## src/rtl/tlb.sv

```systemverilog
// Fully-associative MIPS-style TLB: two combinational search ports, one
// write port and one combinational read port, all entries held in flops.
module tlb #(
    parameter int unsigned TLBNUM = 16,
    localparam int unsigned IW = $clog2(TLBNUM)
) (
    input  logic          clk,
    input  logic          resetn,
    input  logic [18:0]   s0_vpn2,
    input  logic          s0_odd_page,
    input  logic [7:0]    s0_asid,
    output logic          s0_found,
    output logic [IW-1:0] s0_index,
    output logic [19:0]   s0_pfn,
    output logic [2:0]    s0_c,
    output logic          s0_d,
    output logic          s0_v,
    input  logic [18:0]   s1_vpn2,
    input  logic          s1_odd_page,
    input  logic [7:0]    s1_asid,
    output logic          s1_found,
    output logic [IW-1:0] s1_index,
    output logic [19:0]   s1_pfn,
    output logic [2:0]    s1_c,
    output logic          s1_d,
    output logic          s1_v,
    input  logic          we,
    input  logic [IW-1:0] w_index,
    input  logic [18:0]   w_vpn2,
    input  logic [7:0]    w_asid,
    input  logic          w_g,
    input  logic [19:0]   w_pfn0,
    input  logic [2:0]    w_c0,
    input  logic          w_d0,
    input  logic          w_v0,
    input  logic [19:0]   w_pfn1,
    input  logic [2:0]    w_c1,
    input  logic          w_d1,
    input  logic          w_v1,
    input  logic [IW-1:0] r_index,
    output logic [18:0]   r_vpn2,
    output logic [7:0]    r_asid,
    output logic          r_g,
    output logic [19:0]   r_pfn0,
    output logic [2:0]    r_c0,
    output logic          r_d0,
    output logic          r_v0,
    output logic [19:0]   r_pfn1,
    output logic [2:0]    r_c1,
    output logic          r_d1,
    output logic          r_v1
);

    typedef struct packed {
        logic        e;
        logic [18:0] vpn2;
        logic [7:0]  asid;
        logic        g;
        logic [19:0] pfn0;
        logic [2:0]  c0;
        logic        d0;
        logic        v0;
        logic [19:0] pfn1;
        logic [2:0]  c1;
        logic        d1;
        logic        v1;
    } entry_t;

    typedef struct packed {
        logic          found;
        logic [IW-1:0] index;
        logic [19:0]   pfn;
        logic [2:0]    c;
        logic          d;
        logic          v;
    } srch_t;

    entry_t entries_q [TLBNUM];
    entry_t entries_d [TLBNUM];
    srch_t  s0_res;
    srch_t  s1_res;

    always_comb begin
        for (int unsigned i = 0; i < TLBNUM; i++) begin
            entries_d[i] = entries_q[i];
        end
        if (we) begin
            entries_d[w_index] = '{e: 1'b1, vpn2: w_vpn2, asid: w_asid, g: w_g,
                                   pfn0: w_pfn0, c0: w_c0, d0: w_d0, v0: w_v0,
                                   pfn1: w_pfn1, c1: w_c1, d1: w_d1, v1: w_v1};
        end
    end

    always_ff @(posedge clk or negedge resetn) begin
        if (!resetn) begin
            for (int unsigned i = 0; i < TLBNUM; i++) begin
                entries_q[i] <= '0;
            end
        end else begin
            for (int unsigned i = 0; i < TLBNUM; i++) begin
                entries_q[i] <= entries_d[i];
            end
        end
    end

    // First match in ascending order wins, so the lowest index is reported.
    function automatic srch_t lookup(input logic [18:0] vpn2, input logic odd,
                                     input logic [7:0] asid);
        srch_t r;
        r = '0;
        for (int unsigned i = 0; i < TLBNUM; i++) begin
            if (!r.found && entries_q[i].e && entries_q[i].vpn2 == vpn2 &&
                (entries_q[i].g || entries_q[i].asid == asid)) begin
                r.found = 1'b1;
                r.index = IW'(i);
                if (odd) begin
                    r.pfn = entries_q[i].pfn1;
                    r.c   = entries_q[i].c1;
                    r.d   = entries_q[i].d1;
                    r.v   = entries_q[i].v1;
                end else begin
                    r.pfn = entries_q[i].pfn0;
                    r.c   = entries_q[i].c0;
                    r.d   = entries_q[i].d0;
                    r.v   = entries_q[i].v0;
                end
            end
        end
        return r;
    endfunction

    always_comb begin
        s0_res = lookup(s0_vpn2, s0_odd_page, s0_asid);
        s1_res = lookup(s1_vpn2, s1_odd_page, s1_asid);
    end

    assign {s0_found, s0_index, s0_pfn, s0_c, s0_d, s0_v} = s0_res;
    assign {s1_found, s1_index, s1_pfn, s1_c, s1_d, s1_v} = s1_res;

    always_comb begin
        r_vpn2 = entries_q[r_index].vpn2;
        r_asid = entries_q[r_index].asid;
        r_g    = entries_q[r_index].g;
        r_pfn0 = entries_q[r_index].pfn0;
        r_c0   = entries_q[r_index].c0;
        r_d0   = entries_q[r_index].d0;
        r_v0   = entries_q[r_index].v0;
        r_pfn1 = entries_q[r_index].pfn1;
        r_c1   = entries_q[r_index].c1;
        r_d1   = entries_q[r_index].d1;
        r_v1   = entries_q[r_index].v1;
    end

endmodule

```

## config.mk

```make
export PLATFORM = sky130hd
export DESIGN_NAME = tlb
export DESIGN_NICKNAME = d
export VERILOG_FILES = /design/src/rtl/tlb.sv
export SDC_FILE = /design/constraint.sdc
export NUM_CORES = 2
export LEC_CHECK = 0
export CAP_MARGIN = 15
export CORE_MARGIN = 2
export CORE_UTILIZATION = 57
export DETAILED_ROUTE_END_ITERATION = 10
export PLACE_DENSITY = 0.78
export RECOVER_POWER = 50
export SLEW_MARGIN = 40
export SYNTH_ARGS = -nofsm -noshare
export SYNTH_HDL_FRONTEND = slang
export SYNTH_SLANG_ARGS = --single-unit
```

## constraint.sdc

```tcl
create_clock -name clk -period 3.29 [get_ports clk]
set_input_delay 0.329 -clock clk [delete_from_list [all_inputs] [get_ports clk]]
set_output_delay 0.329 -clock clk [all_outputs]
set_load 0.02 [all_outputs]
```

---- After elaboration in Yosys (flattened, before gate mapping) ----
Cells that the tools add are included.
operators by class
  bitwise gates (word level) .............. 2
  reduce and logical (&&, ||, !) cells .... 157
  muxes and demuxes ....................... 70
  $lt $le $gt $ge ......................... 3
  eq/ne operators ......................... 64
operator list
  cell                  number
  $bwmux W1264          1
  $mux W30              32
  $mux W25              32
  $eq A19 B19 Y1        32
  $bmux W79 S4          1
  $demux W79 S4         1
  $eq A8 B8 Y1          32
  $mux W78              2
  $logic_and A1 B1 Y1   95
  $mux W79              1
  $logic_or A1 B1 Y1    32
  $logic_not A1 Y1      30
  $ge A5 B5 Y1 const B  2
  $not A4 Y5            2
  $lt A5 B1 Y1 const B  1
storage, ports and cells
  register bits after elaboration ......... 1264
  output and inout port bits .............. 138
  word-level logic and storage cells ...... 488

---- Logic depth before layout (Yosys ltp) ----
  depth after elaboration ................. 79
  gate-level depth with buffers ........... 14

---- Least setup slack after synthesis ----
No wires, ideal clock.
  path type ............................... input -> output
  start ................................... input port s0_asid[6]
  end ..................................... output port s0_pfn[8]
  cell stages on the path ................. 12
  data required time ...................... 2.961 ns
  arrival time ............................ 3.484 ns
  slack ................................... -0.523 ns
  path buffers ............................ 3
  path through ............................ buf_4 -> xor2_1 -> nor4_1 -> a41o_1 -> and3_4 -> or4_4 -> buf_6 -> or4_1 -> buf_4 -> or3_4 -> o21a_1 -> a222oi_1
on the way
  longest elaborated chain between the ends .. 79
  elaborated cells on any way between the ends .. 109
ends and longest elaborated chain
  item                              line  text
  start, declared                   11    input logic [7:0] s0_asid,
  $eq A8 B8 Y1                      113   (entries_q[i].g || entries_q[i].asid == asid)) begin
  $logic_or A1 B1 Y1                113
  $logic_and A1 B1 Y1               112   if (!r.found && entries_q[i].e && entries_q[i].vpn2 == vpn2 &&
  $mux W30                          112
  $logic_not A1 Y1                  112
  $logic_and A1 B1 Y1 (3 in a row)  112
  $mux W30                          112
  $logic_not A1 Y1                  112
  [55 not listed]                   --
  $logic_and A1 B1 Y1 (3 in a row)  112
  $mux W30                          112
  $logic_not A1 Y1                  112
  $logic_and A1 B1 Y1 (3 in a row)  112
  $mux W30                          112
  $logic_not A1 Y1                  112
  $logic_and A1 B1 Y1 (3 in a row)  112
  $mux W30 (*)                      112
  end, declared                     14    output logic [19:0] s0_pfn,
Mark *: on every way between the ends. The rest lies on a longest branch, timed or not.

---- Worst setup path after layout ----
  start ................................... register entries_q[221] (netlist bit)
  end ..................................... output port s0_pfn[8]
on the way
  longest elaborated chain between the ends .. 14
ends and longest elaborated chain
  item                                  line  text
  start, declared                       78    entry_t entries_q [TLBNUM];
  start signal, assigned by index       101   entries_q[i] <= entries_d[i];
  $eq A19 B19 Y1 (*)                    112
  $logic_and A1 B1 Y1 (*) (2 in a row)  112
  $mux W30 (*)                          112
  $logic_not A1 Y1                      112
  $logic_and A1 B1 Y1 (3 in a row)      112
  $mux W30 (*)                          112
  $logic_not A1 Y1                      112
  $logic_and A1 B1 Y1 (3 in a row)      112
  $mux W30 (*)                          112
Marked as above.

==> impl_table.tex <==
\begin{tabular}{lr}
\hline
Metric & Value \\
\hline
\multicolumn{2}{l}{\textbf{Finish}} \\
\quad Utilization after layout & 76.7\% \\
\quad Commonest non-fill, non-tap cell in the layout & sky130\_fd\_sc\_hd\_\_mux2\_2 \\
\quad Signed area change from the synthesized netlist to the final layout & 33.8\% \\
\quad Finished Layout Cells & 10300 \\
\quad Leading cell types in the layout, fill and taps excluded & sky130\_fd\_sc\_hd\_\_mux2\_2, sky130\_fd\_sc\_hd\_\_dfrtp\_1, sky130\_fd\_sc\_hd\_\_buf\_4 \\
\quad Layout Nets & 8436 \\
\quad Fraction of layout instances using a drive strength above 1 & 51.7\% \\
\quad Largest register by flop count & entries\_q \\
\quad Max FFs per register & 1264 \\
\quad Registers with the most flip-flops & entries\_q x1264 \\
\multicolumn{2}{l}{\textbf{Critical path}} \\
\quad Count of cell instances traversed by the critical path & 11 \\
\quad Arr. time, crit path & 4730 ps \\
\quad Buffering stage count on the worst path with inverters included & 3 \\
\quad Start point of the critical path & entries\_q[221] \\
\quad Worst endpoint required time & 2960 ps \\
\quad End of the worst register-to-register path & entries\_q[532] \\
\quad Maximum cell stage delay along the critical path & 660 ps \\
\quad Top Family by Delay on Critical Path & simple AND/OR/NAND/NOR gates \\
\quad Destination of the critical timing path & s0\_pfn[8] \\
\quad Largest fanout on the critical path & 4 \\
\quad R2R setup slack & 2200 ps \\
\quad List of cells traversed by the critical path & buf\_4, xor2\_4, nor4\_4, nand3\_4, or4\_4, and3b\_2, or3\_4, o21a\_1, a222oi\_1, buf\_4, buf\_6 \\
\quad Worst setup EP type & output pin \\
\quad Most frequent cell on the critical path & sky130\_fd\_sc\_hd\_\_buf\_4 \\
\quad Cell at the slowest stage of the critical path & sky130\_fd\_sc\_hd\_\_or4\_4 \\
\quad FF-to-FF path depth & 3 \\
\quad Reg-to-reg startpoint & entries\_q[532] \\
\quad Kind of launch point of the worst setup path & flip-flop \\
\quad Crit path kind & flip-flop to output pin \\
\multicolumn{2}{l}{\textbf{Floorplan}} \\
\quad Die height & 387 um \\
\quad Die Outline Area & 149000 um\^{}2 \\
\quad Initial core utilization & 57.3\% \\
\quad Die extent in x & 387 um \\
\quad Number of cell rows & 140 \\
\quad Area of the core & 146000 um\^{}2 \\
\quad I/O pin total & 283 \\
\multicolumn{2}{l}{\textbf{Drt}} \\
\quad First DRT Iteration DRCs & 13000 \\
\quad Wire length after detailed routing & 394000 um \\
\quad DR vias & 77300 \\
\quad Wire length per cell & 38.2 um \\
\quad Number of DRC violations after detailed routing & 1 \\
\quad Antenna-violating nets left & 0 \\
\quad DR vias/cell & 7.48 \\
\quad Detailed-router iteration count before antenna repair & 11 \\
\multicolumn{2}{l}{\textbf{Clocking}} \\
\quad Number of clock buffers inserted by TritonCTS & 149 \\
\quad Source-to-sink clock delay at the later pin of the worst-skew pair & 800 ps \\
\quad Sink Count & 1264 \\
\quad H-tree lvl count & 4 \\
\quad CTS tree & built \\
\quad Buffer levels on the longest clock path & 3 \\
\quad Clock tree root buffer cell & sky130\_fd\_sc\_hd\_\_clkbuf\_16 \\
\quad Clock slew seen by the registers of the worst setup and hold paths & 60 ps \\
\multicolumn{2}{l}{\textbf{Placement}} \\
\quad Detail Placement HPWL & 261000 um \\
\quad Number of input and output port buffers inserted & 282 \\
\quad Worst setup slack after placement & -2380 ps \\
\quad DP Cell Count & 9858 \\
\quad Weighted congestion reported at the end of routability-driven placement & 1.08 \\
\multicolumn{2}{l}{\textbf{Timing}} \\
\quad Final worst path period need & 5060 ps \\
\quad Final Hold Slack & 133 ps \\
\quad Remaining max-slew budget at the tightest pin & -74.5\% \\
\quad Worst clock skew & 0 ps \\
\quad Final worst slack & -1770 ps \\
\quad Final Hold Viols & 0 \\
\quad Post-Route Setup TNS & -101390 ps \\
\quad RSZ-0062 raised after global routing & true \\
\quad Number of pins with negative max-slew slack in the final report & 419 \\
\quad Slew @ Worst Pin & 2620 ps \\
\quad Maximum clock frequency & 198 MHz \\
\quad Final critical-path share of the clock period & 154\% \\
\quad Count of endpoints failing setup in the final report & 171 \\
\multicolumn{2}{l}{\textbf{GRT}} \\
\quad Maximum number of pins on one net before global-route repair & 120 \\
\quad Initial antenna violation count & 28 \\
\quad Sum of overflow across all layers after global routing & 0 \\
\quad Global-route usage over all layers & 50.3\% \\
\quad Wire length of the first global-routing pass & 546000 um \\
\quad Via count of the first global-routing pass & 75300 \\
\multicolumn{2}{l}{\textbf{Min path}} \\
\quad Worst min-delay path class & input pin to flip-flop \\
\quad Hold path depth & 2 \\
\multicolumn{2}{l}{\textbf{Logic synthesis}} \\
\quad Seq/Total Area, Yosys & 37.9\% \\
\quad Most used flip-flop cell after synthesis & sky130\_fd\_sc\_hd\_\_dfrtp\_1 \\
\quad Area contributors post-synth & sky130\_fd\_sc\_hd\_\_dfrtp\_1, sky130\_fd\_sc\_hd\_\_mux2\_2, sky130\_fd\_sc\_hd\_\_mux4\_2 \\
\quad Share of flip-flops with an asynchronous set or reset & 100\% \\
\quad Syn. warnings & 0 \\
\quad Nets in the synthesized netlist & 7087 \\
\quad Area of the mapped netlist & 83400 um\^{}2 \\
\quad Gate Count Post-Synth & 6942 \\
\quad Post-synth cell types & 71 \\
\quad Post-synth EDFFs & 0 \\
\quad Area fraction of the dominant cell type after synthesis & 37.9\% \\
\quad Avg Inst Size Synth & 12.0 um\^{}2 \\
\quad Dominant cell type by area after synthesis & sky130\_fd\_sc\_hd\_\_dfrtp\_1 \\
\quad Number of synthesized register bits & 1264 \\
\multicolumn{2}{l}{\textbf{Power and ir drop}} \\
\quad Portion of total power attributed to the clock network & 27.9\% \\
\quad Internal power consumption & 40000 uW \\
\quad Switching part of the total power & 35.4\% \\
\quad Logic pwr share & 33.9\% \\
\quad Peak supply drop & 543 uV \\
\quad Power density cells & 554 nW/um\^{}2 \\
\quad Leakage & 0.0472 uW \\
\quad Power share of the sequential group & 38.2\% \\
\quad Net Switching & 21900 uW \\
\multicolumn{2}{l}{\textbf{Status}} \\
\quad Failing checks & DRC, capacitance limit, slew limit, setup timing \\
\quad Run status & finished, violations left \\
\multicolumn{2}{l}{\textbf{Flow run}} \\
\quad Max-cap violation count & 9 \\
\hline
\end{tabular}
==> final cells by class <==
class | count | area (um^2)
inverters | 6 | 22.5
multi-input cells | 4973 | 54000
well taps | 1917 | 2400
flip-flops and latches | 1264 | 31700
repair buffers | 1897 | 18600
fillers | 8748 | 33900
clock buffers | 218 | 4450
clock inverters | 41 | 504
diodes | 14 | 35.0
==> worst min path at each step <==
stage	from	to
finish	w_vpn2[4]	entries_q[616]
global route	w_vpn2[12]	entries_q[624]
CTS	w_vpn2[6]	entries_q[302]
detailed placement	resetn	entries_q[154]
global placement	resetn	entries_q[154]
floorplan	resetn	entries_q[0]
==> stage by stage <==
step	total power [uW]	instance area (um^2)
3_5_place_dp	42500	100000
3_3_place_gp	41900	100000
5_1_grt	63300	112000
6_report	61900	112000
2_1_floorplan	33000	84400
4_1_cts	60000	109000
==> synthesized netlist by cell type, types with 16 or more instances <==
| cell type | n |
|---|---|
| sky130_fd_sc_hd__xnor2_1 | 296 |
| sky130_fd_sc_hd__nor4_1 | 155 |
| sky130_fd_sc_hd__mux4_2 | 390 |
| sky130_fd_sc_hd__o22a_1 | 20 |
| sky130_fd_sc_hd__a22o_1 | 23 |
| sky130_fd_sc_hd__nand4_1 | 115 |
| sky130_fd_sc_hd__xor2_1 | 567 |
| sky130_fd_sc_hd__o21a_1 | 28 |
| sky130_fd_sc_hd__mux2_2 | 1420 |
| sky130_fd_sc_hd__nor3_1 | 35 |
| sky130_fd_sc_hd__a22oi_1 | 23 |
| sky130_fd_sc_hd__a211oi_1 | 76 |
| sky130_fd_sc_hd__nor2b_1 | 124 |
| sky130_fd_sc_hd__a311oi_1 | 25 |
| sky130_fd_sc_hd__a2111oi_0 | 73 |
| sky130_fd_sc_hd__o221ai_1 | 25 |
| sky130_fd_sc_hd__mux2i_1 | 536 |
| sky130_fd_sc_hd__o2111ai_1 | 26 |
| sky130_fd_sc_hd__a21oi_1 | 110 |
| sky130_fd_sc_hd__o22ai_1 | 77 |
| sky130_fd_sc_hd__o32ai_1 | 45 |
| sky130_fd_sc_hd__clkbuf_1 | 480 |
| sky130_fd_sc_hd__buf_1 | 71 |
| sky130_fd_sc_hd__a222oi_1 | 19 |
| sky130_fd_sc_hd__buf_4 | 16 |
| sky130_fd_sc_hd__buf_2 | 130 |
| sky130_fd_sc_hd__or4_1 | 16 |
| sky130_fd_sc_hd__nor2_1 | 81 |
| sky130_fd_sc_hd__o21ai_1 | 17 |
| sky130_fd_sc_hd__and2_1 | 49 |
| sky130_fd_sc_hd__nand2_1 | 162 |
| sky130_fd_sc_hd__o311ai_0 | 21 |
| sky130_fd_sc_hd__nand3_1 | 86 |
| sky130_fd_sc_hd__o31a_1 | 18 |
| sky130_fd_sc_hd__o21ai_0 | 101 |
| sky130_fd_sc_hd__a21o_1 | 31 |
| sky130_fd_sc_hd__dfrtp_1 | 1264 |
| sky130_fd_sc_hd__a31oi_1 | 46 |
| sky130_fd_sc_hd__o31ai_1 | 29 |
==> kinds of logic after synthesis <==
family | count (synthesis) | share of synthesized area, %
DFF | 1264 | 37.9
and+or+nand+nor | 891 | 5.93
AOI/OAI and AO/OA | 873 | 7.53
xor gates and xnor gates | 863 | 9.06
muxes | 2346 | 36.1
buffers and inverters | 705 | 3.45
==> metal layers <==
layer	GRT usage, %	wire, um
met4	28.2	30900
met1	65.0	139000
met5	0.357	391
met2	68.3	156000
met3	24.8	68500
==> power groups by stage <==
stage          logic (uW)  registers, uW  clock network, uW
4_1_cts             19700          23200              17100
5_1_grt             21600          23900              17800
6_report            21000          23600              17300
2_1_floorplan       10800          22200                  0
3_3_place_gp        18800          23200                  0
3_5_place_dp        19100          23400                  0
==> repair_timing <==
| action | 4_1_cts | 5_1_grt |
|---|---|---|
| hold buffers | 1 | 0 |
| gates cloned | 6 | 5 |
| pin swaps | 179 | 174 |
| buffers inserted | 151 | 84 |
| gates resized for setup | 970 | 349 |
| setup endpoints to repair | 88 | 65 |
| hold endpoints to repair | 225 | 0 |
No activity file was read; power rests on OpenSTA's default activity.
